===== src/rtl/mem_access_unit_if.sv =====
// -----------------------------------------------------------------------------
// mem_access_unit_if
// Byte-lane request/response bus between the MEM-stage access unit and a
// variable-latency data memory.
//
//   mem_req    master->slave  request, held until mem_ready
//   mem_we     master->slave  1 = write
//   mem_addr   master->slave  word address (ADDR_W bits)
//   mem_be     master->slave  byte enables, bit i = lane i (bits 8i+7:8i)
//   mem_wdata  master->slave  write data
//   mem_rdata  slave->master  read data, valid when mem_ready
//   mem_ready  slave->master  request completes this cycle
// -----------------------------------------------------------------------------
interface mem_access_unit_if #(
    parameter int ADDR_W = 10
);
    logic              mem_req;
    logic              mem_we;
    logic [ADDR_W-1:0] mem_addr;
    logic [3:0]        mem_be;
    logic [31:0]       mem_wdata;
    logic [31:0]       mem_rdata;
    logic              mem_ready;

    modport master (
        output mem_req, mem_we, mem_addr, mem_be, mem_wdata,
        input  mem_rdata, mem_ready
    );

    modport slave (
        input  mem_req, mem_we, mem_addr, mem_be, mem_wdata,
        output mem_rdata, mem_ready
    );
endinterface


===== src/rtl/mem_access_unit.sv =====
// -----------------------------------------------------------------------------
// mem_access_unit
// MEM-stage load/store engine. Decodes the byte/half/word masks, checks
// alignment, drives a byte-lane request to a variable-latency memory, stalls
// the pipeline while the access is outstanding, extracts and extends load
// data, and aborts a request that waits longer than TIMEOUT cycles.
//
// Ports:
//   clk, rst_n        clock (rising edge), asynchronous active-low reset
//   MemtoRegM         load op present
//   MemWriteM         store op present (wins over MemtoRegM)
//   MemReadByteM      load mask  (0001 byte, 0011 half, else word)
//   MemWriteByteM     store mask (same encoding)
//   UnsignedM         1 = zero-extend loads, 0 = sign-extend
//   ALUOutM           byte address
//   WriteDataM        store data (low-order bytes used for byte/half)
//   StallM            freeze PC and IF/ID/EX/MEM registers
//   ReadDataM         registered, extended load result
//   ReadValidM        one-cycle pulse with ReadDataM
//   ErrM              sticky misalignment / timeout flag
//   mem               memory bus (master side)
// -----------------------------------------------------------------------------
module mem_access_unit #(
    parameter int ADDR_W  = 10,
    parameter int TIMEOUT = 255
) (
    input  logic        clk,
    input  logic        rst_n,
    input  logic        MemtoRegM,
    input  logic        MemWriteM,
    input  logic [3:0]  MemReadByteM,
    input  logic [3:0]  MemWriteByteM,
    input  logic        UnsignedM,
    input  logic [31:0] ALUOutM,
    input  logic [31:0] WriteDataM,
    output logic        StallM,
    output logic [31:0] ReadDataM,
    output logic        ReadValidM,
    output logic        ErrM,
    mem_access_unit_if.master mem
);
    typedef enum logic [1:0] {IDLE, BUSY, DONE} state_t;

    localparam logic [1:0] SZ_BYTE = 2'd0;
    localparam logic [1:0] SZ_HALF = 2'd1;
    localparam logic [1:0] SZ_WORD = 2'd2;
    localparam logic [7:0] CNT_LAST = 8'(TIMEOUT - 1);

    state_t            state_reg;
    logic [7:0]        cnt_reg;
    logic              req_reg;
    logic              we_reg;
    logic [ADDR_W-1:0] addr_reg;
    logic [3:0]        be_reg;
    logic [31:0]       wdata_reg;
    logic [1:0]        size_reg;
    logic              unsigned_reg;
    logic [1:0]        lane_reg;
    logic [31:0]       rdata_reg;
    logic              rvalid_reg;
    logic              err_reg;

    // ---------------- op decode ----------------
    logic       is_store;
    logic       op_present;
    logic [3:0] mask;
    logic [1:0] size_next;
    logic       aligned;
    logic [3:0] be_next;
    logic [3:0] byte_be;
    logic [31:0] wdata_next;

    assign is_store   = MemWriteM;
    assign op_present = MemWriteM | MemtoRegM;
    assign mask       = is_store ? MemWriteByteM : MemReadByteM;

    // One-hot lane enable for byte accesses.
    for (genvar gi = 0; gi < 4; gi++) begin : g_byte_be
        assign byte_be[gi] = (ALUOutM[1:0] == 2'(gi));
    end

    always_comb begin
        size_next  = SZ_WORD;
        aligned    = (ALUOutM[1:0] == 2'b00);
        be_next    = 4'b1111;
        wdata_next = WriteDataM;
        case (mask)
            4'b0001: begin
                size_next  = SZ_BYTE;
                aligned    = 1'b1;
                be_next    = byte_be;
                wdata_next = {4{WriteDataM[7:0]}};
            end
            4'b0011: begin
                size_next  = SZ_HALF;
                aligned    = ~ALUOutM[0];
                be_next    = ALUOutM[1] ? 4'b1100 : 4'b0011;
                wdata_next = {2{WriteDataM[15:0]}};
            end
            default: ;
        endcase
    end

    // ---------------- load extraction ----------------
    logic [7:0]  rd_byte [4];
    logic [7:0]  sel_byte;
    logic [15:0] sel_half;
    logic [31:0] load_ext;

    for (genvar gi = 0; gi < 4; gi++) begin : g_rd_byte
        assign rd_byte[gi] = mem.mem_rdata[8*gi +: 8];
    end

    always_comb begin
        sel_byte = rd_byte[lane_reg];
        sel_half = lane_reg[1] ? mem.mem_rdata[31:16] : mem.mem_rdata[15:0];
        load_ext = mem.mem_rdata;
        case (size_reg)
            SZ_BYTE: load_ext = {{24{~unsigned_reg & sel_byte[7]}}, sel_byte};
            SZ_HALF: load_ext = {{16{~unsigned_reg & sel_half[15]}}, sel_half};
            default: ;
        endcase
    end

    // Stall is combinational in IDLE so the op is held on the very cycle it
    // is accepted; gating with rst_n drops it immediately during reset.
    assign StallM = rst_n & (((state_reg == IDLE) & op_present & aligned) |
                             (state_reg == BUSY));

    // ---------------- control FSM ----------------
    always_ff @(posedge clk or negedge rst_n) begin
        if (!rst_n) begin
            state_reg    <= IDLE;
            cnt_reg      <= '0;
            req_reg      <= 1'b0;
            we_reg       <= 1'b0;
            addr_reg     <= '0;
            be_reg       <= '0;
            wdata_reg    <= '0;
            size_reg     <= SZ_BYTE;
            unsigned_reg <= 1'b0;
            lane_reg     <= '0;
            rdata_reg    <= '0;
            rvalid_reg   <= 1'b0;
            err_reg      <= 1'b0;
        end else begin
            rvalid_reg <= 1'b0;
            case (state_reg)
                IDLE: begin
                    if (op_present) begin
                        if (aligned) begin
                            addr_reg     <= ALUOutM[ADDR_W+1:2];
                            be_reg       <= be_next;
                            wdata_reg    <= wdata_next;
                            we_reg       <= is_store;
                            size_reg     <= size_next;
                            unsigned_reg <= UnsignedM;
                            lane_reg     <= ALUOutM[1:0];
                            req_reg      <= 1'b1;
                            cnt_reg      <= '0;
                            state_reg    <= BUSY;
                        end else begin
                            // Misaligned: no access, pipeline keeps moving.
                            err_reg <= 1'b1;
                        end
                    end
                end
                BUSY: begin
                    if (mem.mem_ready) begin
                        req_reg <= 1'b0;
                        if (!we_reg) begin
                            rdata_reg  <= load_ext;
                            rvalid_reg <= 1'b1;
                        end
                        state_reg <= DONE;
                    end else if (cnt_reg == CNT_LAST) begin
                        req_reg <= 1'b0;
                        err_reg <= 1'b1;
                        if (!we_reg) begin
                            rdata_reg  <= '0;
                            rvalid_reg <= 1'b1;
                        end
                        state_reg <= DONE;
                    end else begin
                        cnt_reg <= cnt_reg + 8'd1;
                    end
                end
                // The completed op is still on the inputs here; it must not
                // be re-issued, so DONE always returns to IDLE untouched.
                DONE:    state_reg <= IDLE;
                default: state_reg <= IDLE;
            endcase
        end
    end

    // Upper address bits above the memory window are intentionally ignored.
    logic unused_addr_bits;
    assign unused_addr_bits = ^ALUOutM[31:ADDR_W+2];

    assign ReadDataM     = rdata_reg;
    assign ReadValidM    = rvalid_reg;
    assign ErrM          = err_reg;
    assign mem.mem_req   = req_reg;
    assign mem.mem_we    = we_reg;
    assign mem.mem_addr  = addr_reg;
    assign mem.mem_be    = be_reg;
    assign mem.mem_wdata = wdata_reg;
endmodule


===== src/flat_wrapper.sv =====
// flat-port wrapper written by rule: the top's interface ports become plain ports
module mem_access_unit_flat 
#(
    parameter int ADDR_W  = 10,
    parameter int TIMEOUT = 255
)
  (clk, rst_n, MemtoRegM, MemWriteM, MemReadByteM, MemWriteByteM, UnsignedM, ALUOutM, WriteDataM, StallM, ReadDataM, ReadValidM, ErrM, mem_mem_req, mem_mem_we, mem_mem_addr, mem_mem_be, mem_mem_wdata, mem_mem_rdata, mem_mem_ready);
  mem_access_unit_if #(.ADDR_W(ADDR_W)) mem_i ();
  input  logic clk;
  input  logic rst_n;
  input  logic MemtoRegM;
  input  logic MemWriteM;
  input  logic [3:0] MemReadByteM;
  input  logic [3:0] MemWriteByteM;
  input  logic UnsignedM;
  input  logic [31:0] ALUOutM;
  input  logic [31:0] WriteDataM;
  output logic StallM;
  output logic [31:0] ReadDataM;
  output logic ReadValidM;
  output logic ErrM;
  output wire logic [$bits(mem_i.mem_req)-1:0] mem_mem_req;
  output wire logic [$bits(mem_i.mem_we)-1:0] mem_mem_we;
  output wire logic [$bits(mem_i.mem_addr)-1:0] mem_mem_addr;
  output wire logic [$bits(mem_i.mem_be)-1:0] mem_mem_be;
  output wire logic [$bits(mem_i.mem_wdata)-1:0] mem_mem_wdata;
  input wire logic [$bits(mem_i.mem_rdata)-1:0] mem_mem_rdata;
  input wire logic [$bits(mem_i.mem_ready)-1:0] mem_mem_ready;
  assign mem_mem_req = mem_i.mem_req;
  assign mem_mem_we = mem_i.mem_we;
  assign mem_mem_addr = mem_i.mem_addr;
  assign mem_mem_be = mem_i.mem_be;
  assign mem_mem_wdata = mem_i.mem_wdata;
  assign mem_i.mem_rdata = mem_mem_rdata;
  assign mem_i.mem_ready = mem_mem_ready;
  mem_access_unit #(.ADDR_W(ADDR_W), .TIMEOUT(TIMEOUT)) u_core (.clk(clk), .rst_n(rst_n), .MemtoRegM(MemtoRegM), .MemWriteM(MemWriteM), .MemReadByteM(MemReadByteM), .MemWriteByteM(MemWriteByteM), .UnsignedM(UnsignedM), .ALUOutM(ALUOutM), .WriteDataM(WriteDataM), .StallM(StallM), .ReadDataM(ReadDataM), .ReadValidM(ReadValidM), .ErrM(ErrM), .mem(mem_i));
endmodule

===== config.mk =====
export PLATFORM = sky130hd
export DESIGN_NAME = mem_access_unit_flat
export DESIGN_NICKNAME = d
export VERILOG_FILES = /design/src/rtl/mem_access_unit_if.sv /design/src/rtl/mem_access_unit.sv /design/src/flat_wrapper.sv
export SDC_FILE = /design/constraint.sdc
export NUM_CORES = 1
export LEC_CHECK = 0
export CORE_UTILIZATION = 44
export DETAILED_ROUTE_END_ITERATION = 6
export PLACE_DENSITY = 0.81
export SYNTH_ARGS = -nofsm -noshare
export SYNTH_HDL_FRONTEND = slang
export SYNTH_SLANG_ARGS = --single-unit

===== constraint.sdc =====
create_clock -name clk -period 2.23 [get_ports clk]
set_input_delay 0.3345 -clock clk [delete_from_list [all_inputs] [get_ports clk]]
set_output_delay 0.3345 -clock clk [all_outputs]
set_load 0.02 [all_outputs]

-- Word level (Yosys, flattened, before mapping)
Cells that the tools add are included.
Widths: inputs -> output; s select.
- bits of input ports: 110
- bits in registers: 97
- output and inout port bits: 83
- logic and storage cells: 91
- reductions and logical operators: 11
- mux-type cells: 39
- bitwise logic cells: 11
- $lt $le $gt $ge: 1
- equal/unequal tests: 15
- add/subtract/negate cells: 1
- operators with widths (kind ; number):
    $mux 32 ; 4
    $pmux 32 s2 ; 2
    $mux 8 ; 6
    $bmux 8 s2 ; 1
    $mux 16 ; 1
    $pmux 8 s2 ; 1
    $mux 1 ; 12
    $reduce_and 5->1 ; 2
    $reduce_and 3->1 ; 3
    $add 8x1->8 const B ; 1
    $eq 8x8->1 const B ; 1
    $mux 2 ; 4
    $mux 4 ; 2
    $ne 2x2->1 const B ; 4
    $pmux 2 s2 ; 2
    $pmux 4 s2 ; 1
    $eq 2x1->1 const B ; 3
    $logic_not 2->1 ; 3
    $pmux 1 s2 ; 3
    $and 1x1->1 ; 5
    $eq 2x2->1 const B ; 2
    $eq 4x1->1 const B ; 1
    $eq 4x2->1 const B ; 1
    $ne 2x1->1 const B ; 2
    other kinds (7) ; 11

-- Longest topological paths before layout
Gate-level depths: netlist (run 1).
- depth after elaboration: 8
- gate-level depth with buffers: 8
- mapped depth without buffers: 7

-- Worst setup path after synthesis (run 1)
Ideal clock, no wire load.
- path kind: input port to output port
- start: input port MemWriteByteM[2]
- end: output port StallM
- path buffers: 2
- cell stages on the path: 6
- data arrival time: 2.052 ns
- path slack: -0.157 ns
- path through: or4bb_1 a31oi_1 o21bai_1 buf_2 buf_6 a21boi_0
- word-level cells in the longest chain between the ends: 6
- elaborated cells between the ends (all ways): 7
- those cells by class: eq/ne: 2; mux: 2; bitwise: 3
- RTL lines (what ; RTL line ; text):
    start: declaration ; flat_wrapper.sv:14 ; input logic [3:0] MemWriteByteM;
    $mux 4 * ; mem_access_unit.sv:75 ; assign mask = is_store ? MemWriteByteM : MemReadByteM;
    $eq 4x2->1 or $eq 4x1->1 (tied branches) ; mem_access_unit.sv:87 ; case (mask)
    $pmux 1 s2 * ; mem_access_unit.sv:87 ;
    $and 1x1->1 * ; mem_access_unit.sv:127 ; assign StallM = rst_n & (((state_reg == IDLE) & op_present & aligned) |
    $or 1x1->1 * ; mem_access_unit.sv:127 ;
    $and 1x1->1 * ; mem_access_unit.sv:127 ;
    end: declaration ; flat_wrapper.sv:18 ; output logic StallM;
Every way passes the cells marked *; elsewhere a longest branch is shown, timed or not.

-- Final worst setup path (run 1)
- start: input port MemReadByteM[2]
- end: output port StallM
- word-level cells in the longest chain between the ends: 6
- elaborated cells between the ends (all ways): 7
- those cells by class: eq/ne: 2; mux: 2; bitwise: 3
- RTL lines (what ; RTL line ; text):
    start: declaration ; flat_wrapper.sv:13 ; input logic [3:0] MemReadByteM;
    $mux 4 * ; mem_access_unit.sv:75 ;
    $eq 4x2->1 or $eq 4x1->1 (tied branches) ; mem_access_unit.sv:87 ;
    $pmux 1 s2 * ; mem_access_unit.sv:87 ;
    $and 1x1->1 * ; mem_access_unit.sv:127 ;
    $or 1x1->1 * ; mem_access_unit.sv:127 ;
    $and 1x1->1 * ; mem_access_unit.sv:127 ;
Marked as above.

==> results.json, run 1 <==
{
  "finClkSkew_ps": 9.93,
  "worst_setup_path_start_kind": "input pin",
  "grt_use_met1": 0.317,
  "via_count": 4293,
  "slew_headroom": 0.487,
  "synth_xor_area_frac": 0,
  "startpoint": "MemReadByteM[2]",
  "synth_cell_types": 44,
  "drv_slew": 0,
  "cts_buffers": 9,
  "drv_cap": 0,
  "synthFlopType": "dfrtp_1",
  "die_x_um": 106,
  "final_nets": 762,
  "peakVddDrop_v": 0.000617,
  "synth_top_cell_by_area": "dfrtp_1",
  "r2r_start": "u_core.lane_reg[1]",
  "grt_max_degree": 98,
  "worst_pin_slew_ps": 770,
  "area_delta_synth_final_pct": 47.9,
  "num_antenna_cells": 0,
  "path_max_fanout": 3,
  "synthMostInstantiatedCell": "dfrtp_1",
  "syn_area_per_cell_sq_um": 10.4,
  "use_met2": 0.406,
  "dp_hpwl_um": 9820,
  "yosys.area_share.simple": 0.121,
  "synth_top_family_by_area": "compound AO/OA/AOI/OAI gates",
  "io-pin-count": 193,
  "synth_area_leaders": "dfrtp_1 51%, mux2i_1 6.5%, o21ai_0 5.4%",
  "synthCells": 460,
  "place_congestion": 0.855,
  "synth-compound-area-share": 0.180,
  "fin_crit_ps": 2160,
  "start_util": 0.459,
  "drtIter0Drc": 241,
  "syn_nets": 572,
  "p_leak_nw": 3.22,
  "vias_per_cell": 5.43,
  "route.detailed.drc": 0,
  "antenna_found_initial": 1,
  "cp-end-kind": "output port",
  "required_ps": 1900,
  "worstSetupPathType": "in2out",
  "netlist.area_leader.share": 0.508,
  "cts_hold_buf": 0,
  "n_fill_cell": 803,
  "min_path_type": "in2async",
  "grt_pass1_vias": 4447,
  "firstDrtPassIters": 4,
  "htree_levels": 3,
  "cts_buffer_depth": 2,
  "finalHoldViolCount": 0,
  "ys_ff_latch": 97,
  "cts.sinks": 97,
  "rsz0062_at_grt": "false",
  "status": "complete, no violations",
  "p_per_area_nw_per_um2": 1270,
  "cts-root-buf": "clkbuf_8",
  "synth_warnings": 0,
  "synth_common_cells": "97 x dfrtp_1, 58 x nand2_1, 52 x o21ai_0",
  "routed_wl_um": 13300,
  "synth_fa_ha_area_frac": 0.00523,
  "clk_pin_slew_ps": 90,
  "grt_overflow": 0,
  "timing.fmax_mhz": 464,
  "busiest_layer": "met2",
  "die-area_sq_um": 11300,
  "portBuffers": 172,
  "rows": 37,
  "synthArstFlopShare": 1.00,
  "fin_hold_ws_ps": 77.7,
  "clk_latency_ps": 370,
  "gr-usage-met3": 0.0711,
  "grt_usage": 0.250,
  "die_h_um": 106,
  "detail_route.wl_per_cell_um": 16.9,
  "grt_pass1_wl_um": 21900,
  "finalSetupViolations": 0,
  "fin_util": 0.679,
  "core-area_sq_um": 10400,
  "synth_edf_count": 0,
  "crit_arrival_ps": 1820,
  "drive_gt1_frac": 0.136,
  "seq_area_frac_synth": 0.508,
  "netlist_area_sq_um": 4780,
  "tritoncts": "built",
  "muxShareOfSynthArea": 0.147,
  "antenna_left": 0,
  "fin_crit_sh": 0.967
}
==> cell families after synthesis <==
| family | Yosys count |
|---|---|
| and+or+nand+nor | 126 |
| DFF | 97 |
| buffers and inverters | 44 |
| adders and majority gates | 2 |
| AOI/OAI and AO/OA | 132 |
| muxes | 59 |
==> path summary, 6_finish.rpt <==
kind	end	slack [ps]	cells after the start
max	StallM	70	7
min	u_core.mem.mem_addr[4]	80	2
max reg2reg	u_core.ReadDataM[26]	340	4
min reg2reg	u_core.ReadDataM[14]	480	1
max in group asynchronous	u_core.size_reg[1]	1780	2
min in group clk	u_core.ReadDataM[14]	480	1
==> layer usage <==
layer | wire length [um] | vias up
met5 | 16 | -
met4 | 270 | 2
met3 | 1040 | 23
met2 | 6190 | 171
met1 | 5810 | 2078
li1 | - | 2019
==> cells in the final DEF, fill, tap and decap left out, types with 8 or more instances in the layout <==
cell	n
a21oi_1	21
a221oi_1	8
nand3_1	11
dfrtp_1	97
inv_1	15
nand2b_1	19
o21ai_0	52
nor2_1	24
a22o_1	18
a21o_1	8
nand2_1	58
mux2_4	17
mux2_2	10
clkbuf_8	10
buf_4	34
mux2i_1	30
clkdlybuf4s50_1	163
==> metrics by stage <==
stage          cell area, sq um  setup TNS (ps)  std cells  setup slack (ps)  total power (W)
6_report                   7070               0        790              74.1          0.00895
5_1_grt                    7070               0        790              8.55          0.00950
4_1_cts                    7060               0        790              43.4          0.00898
3_5_place_dp               6850          -23630        773              -635          0.00779
3_3_place_gp               6850          -18750        773              -580          0.00766
2_1_floorplan              4790               0        460               111          0.00550
==> where the power goes <==
group          switching, W  internal [W]  leakage [nW]
Clock              0.000616      0.000548        0.0998
Combinational       0.00238       0.00238          1.91
Sequential         0.000500       0.00252          1.21
==> final cells by class <==
cell class              count  area [sq um]  area share
inverters                  15          56.3     0.00796
well taps                 136           170      0.0241
multi-input cells         319          2200       0.312
repair buffers            208          2020       0.286
clock inverters             4          52.6     0.00743
clock buffers              11           141      0.0200
flip-flops and latches     97          2430       0.343
==> worst max-delay path: stages <==
cell and delay (ps):
dlygate4sd2_1 230, or4b_4 560, a31oi_1 190, buf_4 150
o21bai_4 70, a21boi_2 150, buf_6 140
==> timing repair <==
item | 4_1_cts | 5_1_grt
gates cloned | 0 | 0
buffers inserted | 2 | 0
pin swaps | 5 | 0
setup endpoints to repair | 15 | 17
gates resized for setup | 14 | 2
(Power assumes the default switching activity.)
==> inputs of run 2 (changes only) <==
CORE_MARGIN = 1   (was unset)
==> results of run 2 <==
Final layout, timing and power as in run 1 (identical DEF).
==> inputs of run 3 (changes only) <==
CORE_ASPECT_RATIO = 0.6   (was unset)
SKIP_LAST_GASP = 1   (was unset)
==> run 3 against run 2 <==
Compared with the run above: sequential power is essentially flat; critical path depth shrank 1; utilization grew 0.61 points; die area grew 0.13%; largest cell class unchanged.
==> results.json, run 3 (synthesized netlist as in run 1, its figures left out) <==
{
  "status": "complete, no violations",
  "drv_cap": 0,
  "die_x_um": 137,
  "start_util": 0.453,
  "slew_headroom": 0.470,
  "dp_hpwl_um": 10100,
  "detail_route.wl_per_cell_um": 17.5,
  "worst_setup_path_start_kind": "input pin",
  "routed_wl_um": 13900,
  "drv_slew": 0,
  "finClkSkew_ps": 7.27,
  "cts_buffers": 9,
  "finalHoldViolCount": 0,
  "io-pin-count": 193,
  "final_common_cell": "clkdlybuf4s50_1",
  "via_count": 4270,
  "fin_crit_sh": 0.961,
  "layout_common_cells": "163 x clkdlybuf4s50_1, 97 x dfrtp_1, 58 x nand2_1",
  "grt_pass1_wl_um": 21000,
  "grt_overflow": 0,
  "clk_latency_ps": 340,
  "die-area_sq_um": 11300,
  "cp-end-kind": "output port",
  "finalSetupTns_ps": 0,
  "num_antenna_cells": 0,
  "core-area_sq_um": 10600,
  "cts.sinks": 97,
  "p_leak_nw": 3.29,
  "firstDrtPassIters": 6,
  "place_congestion": 0.879,
  "drtIter0Drc": 277,
  "rsz0062_at_grt": "false",
  "drive_gt1_frac": 0.143,
  "cts_buffer_depth": 2,
  "placed_cells": 777,
  "area_delta_synth_final_pct": 51.3,
  "path_max_fanout": 4,
  "crit_arrival_ps": 1810,
  "antenna_found_initial": 0,
  "p_per_area_nw_per_um2": 1320,
  "final_nets": 763,
  "fin_hold_ws_ps": 371,
  "tritoncts": "built",
  "clk_pin_slew_ps": 70,
  "peakVddDrop_v": 0.000789,
  "htree_levels": 3,
  "route.detailed.drc": 0,
  "grt_max_degree": 68,
  "fin_crit_ps": 2140,
  "finalSetupViolations": 0,
  "min_path_type": "in2async",
  "die_h_um": 82.8,
  "rrSetupSlack_ps": 320,
  "rows": 29,
  "portBuffers": 172,
  "worst_pin_slew_ps": 795,
  "grt_pass1_vias": 4009,
  "vias_per_cell": 5.37,
  "required_ps": 1900,
  "cts-root-buf": "clkbuf_16",
  "timing.fmax_mhz": 467,
  "layout.cells.non_filler": 795,
  "worstSetupPathType": "in2out",
  "antenna_left": 0,
  "grt_usage": 0.247
}
run 3: cell types whose count changed in the layout (fill, tap and decap cells not counted), sizes merged:
cell,delta
bufinv,+1
clkinvlp,+1
clkdlybuf4s15,-1
clkbuf,-1
dlymetal6s2s,+1
dlygate4sd3,+1
run 3: final cells by class:
cell class,instances,area (sq um)
inverter,15,56.3
clock inverter,6,90.1
sequential,97,2430
clock buffer,10,239
multi-input combinational,319,2230
fill,791,3330
timing repair buffer,209,2010
tap,139,174
run 3: through the flow:
stage                util  cell area (sq um)  setup slack, ps  total power, W
floorplan               -               4790              111         0.00550
global placement    0.648               6840             -613         0.00761
detailed placement  0.648               6840             -694         0.00778
CTS                 0.684               7220            -15.4         0.00955
global route        0.685               7230             49.4          0.0101
finish              0.685               7230             86.9         0.00952
run 3: where the power goes:
group | leakage [nW] | internal (W) | total [W] | switching [W]
clock | 0.159 | 0.00102 | 0.00170 | 0.000680
combinational | 1.92 | 0.00238 | 0.00479 | 0.00241
sequential | 1.21 | 0.00252 | 0.00304 | 0.000514
total | 3.29 | 0.00592 | 0.00952 | 0.00361
run 3: path summary, 6_finish.rpt:
kind,start,cells past startpoint,to
setup / recovery,MemWriteM,6,StallM
hold / removal,rst_n,2,u_core.ReadDataM[2]
setup reg to reg,u_core.lane_reg[1],4,u_core.ReadDataM[31]
hold reg to reg,u_core.mem.mem_wdata[15],2,u_core.mem.mem_wdata[15]
max in group asynchronous,rst_n,3,u_core.mem.mem_be[0]
min in group clk,u_core.mem.mem_wdata[15],2,u_core.mem.mem_wdata[15]
run 3: metal layers:
metal | wire (um) | share of wire | vias up | global-route usage
met3 | 1030 | 0.074 | 10 | 0.0684
li1 | - | - | 2024 | -
met1 | 6220 | 0.45 | 2057 | 0.331
met4 | 77 | 0.0055 | 0 | 0.0567
met2 | 6580 | 0.47 | 179 | 0.399
met5 | 0 | 0 | - | 0
run 3: critical path, cell delays in order:
cell	delay, ps
dlygate4sd2_1	280
or4b_4	550
a31oi_4	240
o21bai_4	80
a21boi_2	180
buf_6	140
run 3: timing repair:
action,4_1_cts,5_1_grt
pin swaps,5,4
endpoints found under the setup margin,17,28
gates cloned,0,0
buffers inserted,2,0
endpoints found under the hold margin,3,0
hold buffers,1,0
resized for setup,16,4
